File: src/rtl/sdram_arbiter_pkg.sv
// Shared SDRAM arbitration types and widths, also imported by the acquisition scheduler.
package sdram_arbiter_pkg;

  localparam int SDRAM_ADDR_WIDTH = 21;
  localparam int SDRAM_DATA_WIDTH = 32;

  typedef enum logic [1:0] {
    IDLE    = 2'd0,
    WRITE   = 2'd1,
    READ    = 2'd2,
    WAIT_RD = 2'd3
  } arb_state_e;

endpackage

File: src/rtl/sdram_arbiter_if.sv
// SDRAM controller command and read-return port; master is the arbiter side.
interface sdram_arbiter_if #(
  parameter int ADDR_WIDTH = sdram_arbiter_pkg::SDRAM_ADDR_WIDTH
);
  logic                  cmd_ready;
  logic                  cmd_enable;
  logic                  cmd_wr;
  logic [ADDR_WIDTH-1:0] cmd_address;
  logic [31:0]           cmd_data_in;
  logic [31:0]           data_out;
  logic                  data_out_ready;

  modport master (
    input  cmd_ready, data_out, data_out_ready,
    output cmd_enable, cmd_wr, cmd_address, cmd_data_in
  );

  modport slave (
    output cmd_ready, data_out, data_out_ready,
    input  cmd_enable, cmd_wr, cmd_address, cmd_data_in
  );
endinterface

File: src/rtl/sdram_arbiter.sv
// Arbitrates acquisition writes against readback reads onto one SDRAM command port,
// bounding consecutive writes while a read waits and timing out lost read data.
module sdram_arbiter
  import sdram_arbiter_pkg::*;
#(
  parameter int ADDR_WIDTH = SDRAM_ADDR_WIDTH,
  parameter int WR_BURST   = 8,
  parameter int RD_TIMEOUT = 255
) (
  input  logic                        clk,
  input  logic                        rst,
  input  logic                        aq_req,
  input  logic [ADDR_WIDTH-1:0]       aq_addr,
  input  logic [SDRAM_DATA_WIDTH-1:0] aq_data,
  output logic                        aq_ack,
  input  logic                        rd_req,
  input  logic [ADDR_WIDTH-1:0]       rd_addr,
  output logic                        rd_ack,
  output logic [SDRAM_DATA_WIDTH-1:0] rd_data,
  output logic                        rd_valid,
  output logic                        rd_timeout,
  output logic                        busy,
  sdram_arbiter_if.master             sd
);

  localparam int              WCW     = $clog2(WR_BURST + 1);
  localparam logic [WCW-1:0]  WR_MAX  = WCW'(WR_BURST);
  localparam logic [7:0]      TO_LAST = 8'(RD_TIMEOUT - 1);

  arb_state_e     state;
  logic [WCW-1:0] wr_cnt;
  logic [7:0]     to_cnt;

  assign busy = (state != IDLE);

  always_ff @(posedge clk or posedge rst) begin
    if (rst) begin
      state          <= IDLE;
      wr_cnt         <= '0;
      to_cnt         <= '0;
      aq_ack         <= 1'b0;
      rd_ack         <= 1'b0;
      rd_valid       <= 1'b0;
      rd_timeout     <= 1'b0;
      rd_data        <= '0;
      sd.cmd_enable  <= 1'b0;
      sd.cmd_wr      <= 1'b0;
      sd.cmd_address <= '0;
      sd.cmd_data_in <= '0;
    end else begin
      aq_ack     <= 1'b0;
      rd_ack     <= 1'b0;
      rd_valid   <= 1'b0;
      rd_timeout <= 1'b0;
      case (state)
        IDLE: begin
          if (!aq_req) wr_cnt <= '0;
          // A pending read only overtakes writes once the burst allowance is spent.
          if (rd_req && (!aq_req || wr_cnt == WR_MAX)) begin
            state          <= READ;
            sd.cmd_enable  <= 1'b1;
            sd.cmd_wr      <= 1'b0;
            sd.cmd_address <= rd_addr;
            sd.cmd_data_in <= '0;
          end else if (aq_req) begin
            state          <= WRITE;
            sd.cmd_enable  <= 1'b1;
            sd.cmd_wr      <= 1'b1;
            sd.cmd_address <= aq_addr;
            sd.cmd_data_in <= aq_data;
          end
        end
        WRITE: begin
          if (sd.cmd_ready) begin
            sd.cmd_enable <= 1'b0;
            aq_ack        <= 1'b1;
            state         <= IDLE;
            if (wr_cnt != WR_MAX) wr_cnt <= wr_cnt + 1'b1;
          end
        end
        READ: begin
          if (sd.cmd_ready) begin
            sd.cmd_enable <= 1'b0;
            rd_ack        <= 1'b1;
            wr_cnt        <= '0;
            to_cnt        <= '0;
            state         <= WAIT_RD;
          end
        end
        WAIT_RD: begin
          // Returned data beats a timeout landing on the same cycle.
          if (sd.data_out_ready) begin
            rd_data  <= sd.data_out;
            rd_valid <= 1'b1;
            state    <= IDLE;
          end else if (to_cnt == TO_LAST) begin
            rd_timeout <= 1'b1;
            state      <= IDLE;
          end else begin
            to_cnt <= to_cnt + 8'd1;
          end
        end
        default: state <= IDLE;
      endcase
    end
  end

endmodule

File: src/flat_wrapper.sv
// flat-port wrapper written by rule: the top's interface ports become plain ports
module sdram_arbiter_flat import sdram_arbiter_pkg::*;
#(
  parameter int ADDR_WIDTH = SDRAM_ADDR_WIDTH,
  parameter int WR_BURST   = 8,
  parameter int RD_TIMEOUT = 255
)
  (clk, rst, aq_req, aq_addr, aq_data, aq_ack, rd_req, rd_addr, rd_ack, rd_data, rd_valid, rd_timeout, busy, sd_cmd_ready, sd_data_out, sd_data_out_ready, sd_cmd_enable, sd_cmd_wr, sd_cmd_address, sd_cmd_data_in);
  sdram_arbiter_if #(.ADDR_WIDTH(ADDR_WIDTH)) sd_i ();
  input  logic clk;
  input  logic rst;
  input  logic aq_req;
  input  logic [ADDR_WIDTH-1:0] aq_addr;
  input  logic [SDRAM_DATA_WIDTH-1:0] aq_data;
  output logic aq_ack;
  input  logic rd_req;
  input  logic [ADDR_WIDTH-1:0] rd_addr;
  output logic rd_ack;
  output logic [SDRAM_DATA_WIDTH-1:0] rd_data;
  output logic rd_valid;
  output logic rd_timeout;
  output logic busy;
  input wire logic [$bits(sd_i.cmd_ready)-1:0] sd_cmd_ready;
  input wire logic [$bits(sd_i.data_out)-1:0] sd_data_out;
  input wire logic [$bits(sd_i.data_out_ready)-1:0] sd_data_out_ready;
  output wire logic [$bits(sd_i.cmd_enable)-1:0] sd_cmd_enable;
  output wire logic [$bits(sd_i.cmd_wr)-1:0] sd_cmd_wr;
  output wire logic [$bits(sd_i.cmd_address)-1:0] sd_cmd_address;
  output wire logic [$bits(sd_i.cmd_data_in)-1:0] sd_cmd_data_in;
  assign sd_i.cmd_ready = sd_cmd_ready;
  assign sd_i.data_out = sd_data_out;
  assign sd_i.data_out_ready = sd_data_out_ready;
  assign sd_cmd_enable = sd_i.cmd_enable;
  assign sd_cmd_wr = sd_i.cmd_wr;
  assign sd_cmd_address = sd_i.cmd_address;
  assign sd_cmd_data_in = sd_i.cmd_data_in;
  sdram_arbiter #(.ADDR_WIDTH(ADDR_WIDTH), .WR_BURST(WR_BURST), .RD_TIMEOUT(RD_TIMEOUT)) u_core (.clk(clk), .rst(rst), .aq_req(aq_req), .aq_addr(aq_addr), .aq_data(aq_data), .aq_ack(aq_ack), .rd_req(rd_req), .rd_addr(rd_addr), .rd_ack(rd_ack), .rd_data(rd_data), .rd_valid(rd_valid), .rd_timeout(rd_timeout), .busy(busy), .sd(sd_i));
endmodule
File: config.mk
export PLATFORM = sky130hd
export DESIGN_NAME = sdram_arbiter_flat
export DESIGN_NICKNAME = d
export VERILOG_FILES = /design/src/rtl/sdram_arbiter_pkg.sv /design/src/rtl/sdram_arbiter_if.sv /design/src/rtl/sdram_arbiter.sv /design/src/flat_wrapper.sv
export SDC_FILE = /design/constraint.sdc
export NUM_CORES = 1
export LEC_CHECK = 0
export BUFFER_PORTS_ARGS = -buffer_cell sky130_fd_sc_hd__buf_4
export CAP_MARGIN = 20
export CORE_MARGIN = 5
export CORE_UTILIZATION = 43
export DETAILED_ROUTE_END_ITERATION = 16
export GPL_ROUTABILITY_DRIVEN = 0
export PLACE_DENSITY = 0.77
export SLEW_MARGIN = 5
export SYNTH_ARGS = -nofsm -noshare
export SYNTH_HDL_FRONTEND = slang
export SYNTH_SLANG_ARGS = --single-unit
File: constraint.sdc
create_clock -name clk -period 3 [get_ports clk]
set_input_delay 0.45 -clock clk [delete_from_list [all_inputs] [get_ports clk]]
set_output_delay 0.45 -clock clk [all_outputs]
set_load 0.005 [all_outputs]
# --- After elaboration in Yosys (flattened, before gate mapping) ---
# Index checks and enable logic that the tools add are counted.
word_totals:
  reg_bits: 105
  latch_bits: 0
  ramBits: 0
  romBits: 0
  out_inout_bits: 92
  wordCells: 78
  n_memories: 0
op_classes:
  n_addsub: 2
  multipliers: 0
  div: 0
  order_cmp: 0
  n_eq_ne: 15
  shifts: 0
  mux: 33
  bitwise: 0
  n_reduce_logical: 16
ops:
  columns: ["operator", "count"]
  rows:
  - ["$mux W32", 2]
  - ["$mux W21", 2]
  - ["$mux W8", 3]
  - ["$mux W4", 4]
  - ["$pmux W8 S2", 1]
  - ["$mux W1", 12]
  - ["$mux W2", 6]
  - ["$pmux W4 S3", 1]
  - ["$ne A2 B2 Y1 const B", 5]
  - ["$add A8 B1 Y8 const B", 1]
  - ["$eq A8 B8 Y1 const B", 1]
  - ["$pmux W2 S4", 1]
  - ["$reduce_and A4 Y1", 2]
  - ["$reduce_bool A2 Y1", 4]
  - ["$ne A3 B2 Y1 const B", 2]
  - ["$reduce_and A5 Y1", 1]
  - ["$add A4 B1 Y4 const B", 1]
  - ["$eq A2 B2 Y1 const B", 2]
  - ["$eq A4 B4 Y1 const B", 1]
  - ["$ne A2 B1 Y1 const B", 2]
  - ["$ne A4 B4 Y1 const B", 1]
  - ["$reduce_and A2 Y1", 2]
  - ["$reduce_and A3 Y1", 1]
  - ["$reduce_bool A3 Y1", 1]
  - ["other kinds (7)", 7]

# --- Depth between registers and ports, before layout ---
depth:
  depth_word: 5
  ltp_mapped: 8
  mapped_depth_nobuf: 6

# --- Least setup slack after synthesis ---
# No wires, ideal clock.
synth_path:
  path_kind: "reg-to-reg"
  from: "register u_core.state[0]"
  to: "register u_core.to_cnt[5]"
  arrival_time_ns: 1.685
  t_required_ns: 2.923
  slack_ns: 1.238
  stages_incl_launch_ff: 7
  synth_period_minus_slack_ns: 1.762
  path_cell_list: "dfrtp_1 inv_1 ha_1 mux2_4 o211ai_4 or4_1 a21oi_1"
synth_via:
  elab_chain_cells: 3
synth_lines:
  columns: ["item", "line", "rtl"]
  rows:
  - ["from (decl)", "sdram_arbiter.sv:30", "arb_state_e state;"]
  - ["from (signal assigned)", "sdram_arbiter.sv:38", "state <= IDLE;"]
  - ["from (signal assigned)", "sdram_arbiter.sv:60", "state <= READ;"]
  - ["from (signal assigned)", "sdram_arbiter.sv:66", "state <= WRITE;"]
  - ["$eq A2 B2 Y1", "sdram_arbiter.sv:55", "case (state)"]
  - ["$ne A2 B2 Y1 (no line) / $reduce_bool A2 Y1 (equally long branches)", null, null]
  - ["$reduce_and A4 Y1 (no line)", null, null]
  - ["to (signal assigned)", "sdram_arbiter.sv:100", "to_cnt <= to_cnt + 8'd1;"]
  - ["to (decl)", "sdram_arbiter.sv:32", "logic [7:0] to_cnt;"]
# Several ways; a longest one is shown, not always the timed one.
# A chain may end at the register's enable or synchronous reset.

# --- Worst setup path after layout ---
layout_path:
  from: "register u_core.wr_cnt[0]"
  to: "register u_core.sd.cmd_address[17]"
layout_via:
  elab_chain_cells: 5
layout_lines:
  columns: ["item", "line", "rtl"]
  rows:
  - ["from (decl)", "sdram_arbiter.sv:31", "logic [WCW-1:0] wr_cnt;"]
  - ["from (signal assigned)", "sdram_arbiter.sv:78", "if (wr_cnt != WR_MAX) wr_cnt <= wr_cnt + 1'b1;"]
  - ["$eq A4 B4 Y1 *", "sdram_arbiter.sv:59", "if (rd_req && (!aq_req || wr_cnt == WR_MAX)) begin"]
  - ["$logic_or A1 B1 Y1 *", "sdram_arbiter.sv:59", null]
  - ["$logic_and A1 B1 Y1 *", "sdram_arbiter.sv:59", null]
  - ["$reduce_bool A2 Y1 (no line)", null, null]
  - ["$reduce_and A2 Y1 (no line)", null, null]
  - ["to (signal assigned)", "sdram_arbiter.sv:63", "sd.cmd_address <= rd_addr;"]
  - ["to (signal assigned)", "sdram_arbiter.sv:69", "sd.cmd_address <= aq_addr;"]
  - ["to (decl)", "sdram_arbiter_if.sv:15", "output cmd_enable, cmd_wr, cmd_address, cmd_data_in"]
# Every way passes the cells marked *; elsewhere a longest branch is shown, timed or not.

==> flow_metrics.py <==
metrics = {
    "power_and_ir_drop": {
        "power_frac_comb_pct": 41.3,
        "leakage_nw": 3.20,
        "pwr-share-seq_pct": 42.4,
        "power_mw": 5.65,
        "p_sw_mw": 1.93,
        "ir_drop_mv": 0.348,
        "internal_power_mw": 3.72,
        "p_clk_share_pct": 16.3,
        "swShare_pct": 34.2,
        "p_per_area_nw_per_um2": 870,
    },
    "floorplanning": {
        "coreArea_sq_um": 10300,
        "die_x_microns": 113,
        "die_h_microns": 113,
        "start_util_pct": 44.1,
        "dieArea_sq_um": 12800,
        "pin_count": 204,
        "rows": 37,
    },
    "synthesis": {
        "ys_ff_latch": 105,
        "synth_nets": 539,
        "avgSynthCellArea_sq_um": 10.9,
        "syn-cell-area_sq_um": 4560,
        "syn_inst": 417,
        "ys_seq_area_share_pct": 57.7,
        "yosys_warnings": 0,
        "ys_types": 40,
    },
    "timing": {
        "final_max_slew_viol_count": 0,
        "relSlewSlack_pct": 55.7,
        "finalCritPeriodShare_pct": 66.0,
        "tns_ps": 0,
        "hold_violations": 0,
        "worstMarginPinSlew_ps": 664,
        "skew_ps": 13.8,
        "fin_crit_ps": 1980,
        "setup_viol": 0,
        "fin_ws_ps": 1020,
        "rsz0062_at_grt": "false",
        "holdWs_ps": 126,
        "max_freq_ghz": 0.505,
    },
    "cts": {
        "htreeDepth": 3,
        "clkTransAtPathRegs_ps": 110,
        "root_buffer": "clkbuf_8",
        "cts_hold_buffers": 0,
        "cts_resized": 0,
        "cts_sinks": 105,
        "clock_path_buffers": 2,
        "cts_setup_buffers": 0,
        "clkLatencyLatePin_ps": 360,
        "cts_tree": "done",
        "cts_made_buffers": 9,
    },
    "routing": {
        "dr.pass1.iters": 4,
        "post_drt_wl_per_cell_microns": 15.4,
        "post-route-drc-count": 0,
        "vias_per_cell": 4.93,
        "drt-total-wl_microns": 11700,
        "ant_nets": 0,
        "drtIter0Drc": 168,
        "vias": 3740,
    },
    "finish": {
        "stdcell_area_sq_um": 6490,
        "nets": 740,
        "finalCoreUtilization_pct": 62.9,
        "n_antenna_cell": 0,
        "fillers": 813,
        "drive_gt1_share_pct": 40.9,
        "syn_to_final_growth_pct": 42.5,
        "stdcell_count": 759,
    },
    "outcome": {
        "outcome": "finished clean",
    },
    "worst_setup_path": {
        "cp-start-kind": "flip-flop",
        "required_ps": 3220,
        "cp_cell_sequence": "inv_1, ha_1, nand3b_1, a21boi_4, buf_4, mux2i_1, a21oi_1",
        "endpoint_kind": "flip-flop",
        "r2r-end": "u_core.sd.cmd_address[17]",
        "crit_fanout": 17,
        "worstSetupPathType": "reg2reg",
        "r2r_cells": 7,
        "slowest_stage": "a21boi_4",
        "r2r_start": "u_core.wr_cnt[0]",
        "cp_slowest_stage_delay_ps": 460,
        "rrSetupSlack_ps": 1020,
        "arrival_ps": 2200,
    },
    "place": {
        "placedInstanceArea_sq_um": 6280,
        "numPortBuffers": 203,
        "dp_hpwl_microns": 9040,
        "dp_cells": 743,
        "pre_cts_ws_ps": 996,
    },
    "global_routing": {
        "antenna_found_initial": 0,
        "grt_pass1_wl_microns": 18900,
        "grt_usage_pct": 18.0,
        "grt_pass1_vias": 3824,
        "grt_overflow": 0,
        "grt_max_degree": 75,
    },
    "worst_hold_path": {
        "hold_class": "in2async",
    },
    "flow_run": {
        "maxCapViolations": 0,
    },
}
-- cells in the final DEF, fill, tap and decap left out, drive strengths merged, types with 2 or more instances in the layout --
master | synthesis | final
or4 | 3 | 3
or2 | 3 | 3
clkinv | 0 | 3
and2 | 3 | 3
dfrtp | 105 | 105
o31ai | 3 | 3
ha | 10 | 10
nand3b | 2 | 2
inv | 13 | 15
a22o | 3 | 3
nand4 | 3 | 3
mux2i | 24 | 24
o21ai | 37 | 37
nand3 | 9 | 9
clkbuf | 7 | 9
nand2 | 75 | 75
a21oi | 27 | 27
mux2 | 35 | 35
buf | 13 | 210
nor2 | 29 | 29
-- worst max-delay path, delay by kind of cell (launching register included) --
kind	cells	cell delay, ps
simple gates	1	160
buf+inv	2	380
flops	1	410
mux	1	190
fa+ha+maj	1	170
compound gates	2	540
-- worst max path at each step --
stage,to,from,slack (ps),depth (start not counted)
4_1_cts,u_core.sd.cmd_address[17],u_core.wr_cnt[0],990,7
2_1_floorplan,u_core.to_cnt[5],u_core.state[0],1240,6
3_5_place_dp,u_core.sd.cmd_address[18],u_core.wr_cnt[0],1000,7
5_1_grt,u_core.sd.cmd_address[15],u_core.wr_cnt[0],840,7
6_report,u_core.sd.cmd_address[17],u_core.wr_cnt[0],1020,7
3_3_place_gp,u_core.sd.cmd_address[15],u_core.wr_cnt[0],1080,7
-- registers in the layout (all words and copies together) (netlist names), 2 cells and up --
name	cells
u_core.sd.cmd_address	21
u_core.sd.cmd_data_in	32
u_core.to_cnt	8
u_core.rd_data	32
u_core.state	2
u_core.wr_cnt	4
-- layout make-up --
cell class	instances	area, sq um	area share (%)
Inverter	13	52.6	0.810
Tap cell	136	170	2.62
Sequential cell	105	2630	40.5
Clock buffer	9	124	1.91
Timing Repair Buffer	210	1610	24.9
Clock inverter	7	88.8	1.37
Multi-Input combinational cell	279	1810	27.9
-- synthesized netlist by cell type (all sizes together) --
cell type | n | share of area (%)
a211oi | 1 | 0.16
a21boi | 1 | 0.16
a21oi | 27 | 3.0
a221o | 1 | 0.22
a22o | 3 | 0.58
a31o | 1 | 0.19
a41o | 1 | 0.22
and2 | 3 | 0.41
buf | 13 | 1.4
clkbuf | 7 | 0.58
dfrtp | 105 | 58
ha | 10 | 2.7
inv | 13 | 1.1
mux2 | 35 | 8.7
mux2i | 24 | 5.3
nand2 | 75 | 6.2
nand2b | 1 | 0.14
nand3 | 9 | 0.99
nand3b | 2 | 0.33
nand4 | 3 | 0.74
nor2 | 29 | 2.4
nor3 | 1 | 0.11
nor4 | 1 | 0.14
o211a | 1 | 0.22
o211ai | 1 | 0.47
o21ai | 37 | 4.1
o22ai | 1 | 0.14
o311ai | 1 | 0.19
o31ai | 3 | 0.49
or2 | 3 | 0.41
or3 | 1 | 0.14
or4 | 3 | 0.49
-- routing by layer --
metal  part of all wire, %  routed length [microns]  vias to the layer above  track usage, %
li1                      -                        -                     1831               -
met1                    42                     4940                     1731            23.8
met2                    48                     5640                      164            29.5
met3                   8.2                      957                       14            5.03
met4                   1.5                      181                        0            4.25
met5                     0                        0                        -               0
-- power by group through the flow --
| stage | clock network (mW) | logic (mW) | registers, mW |
|---|---|---|---|
| 2_1_floorplan | 0 | 1.01 | 2.42 |
| 3_3_place_gp | 0 | 2.31 | 2.40 |
| 3_5_place_dp | 0 | 2.39 | 2.42 |
| 4_1_cts | 0.953 | 2.39 | 2.40 |
| 5_1_grt | 1.01 | 2.60 | 2.47 |
| 6_report | 0.920 | 2.33 | 2.39 |
-- kinds of logic (layout without fill, tap and decap cells) --
logic type	after synthesis	in the layout	share of synthesized area, %
mux	59	59	14.0
buf+inv	33	239	3.02
flops	105	105	57.7
fa+ha+maj	10	10	2.75
compound gates	79	79	10.1
simple gates	131	131	12.5
No activity file was read; power rests on OpenSTA's default activity.
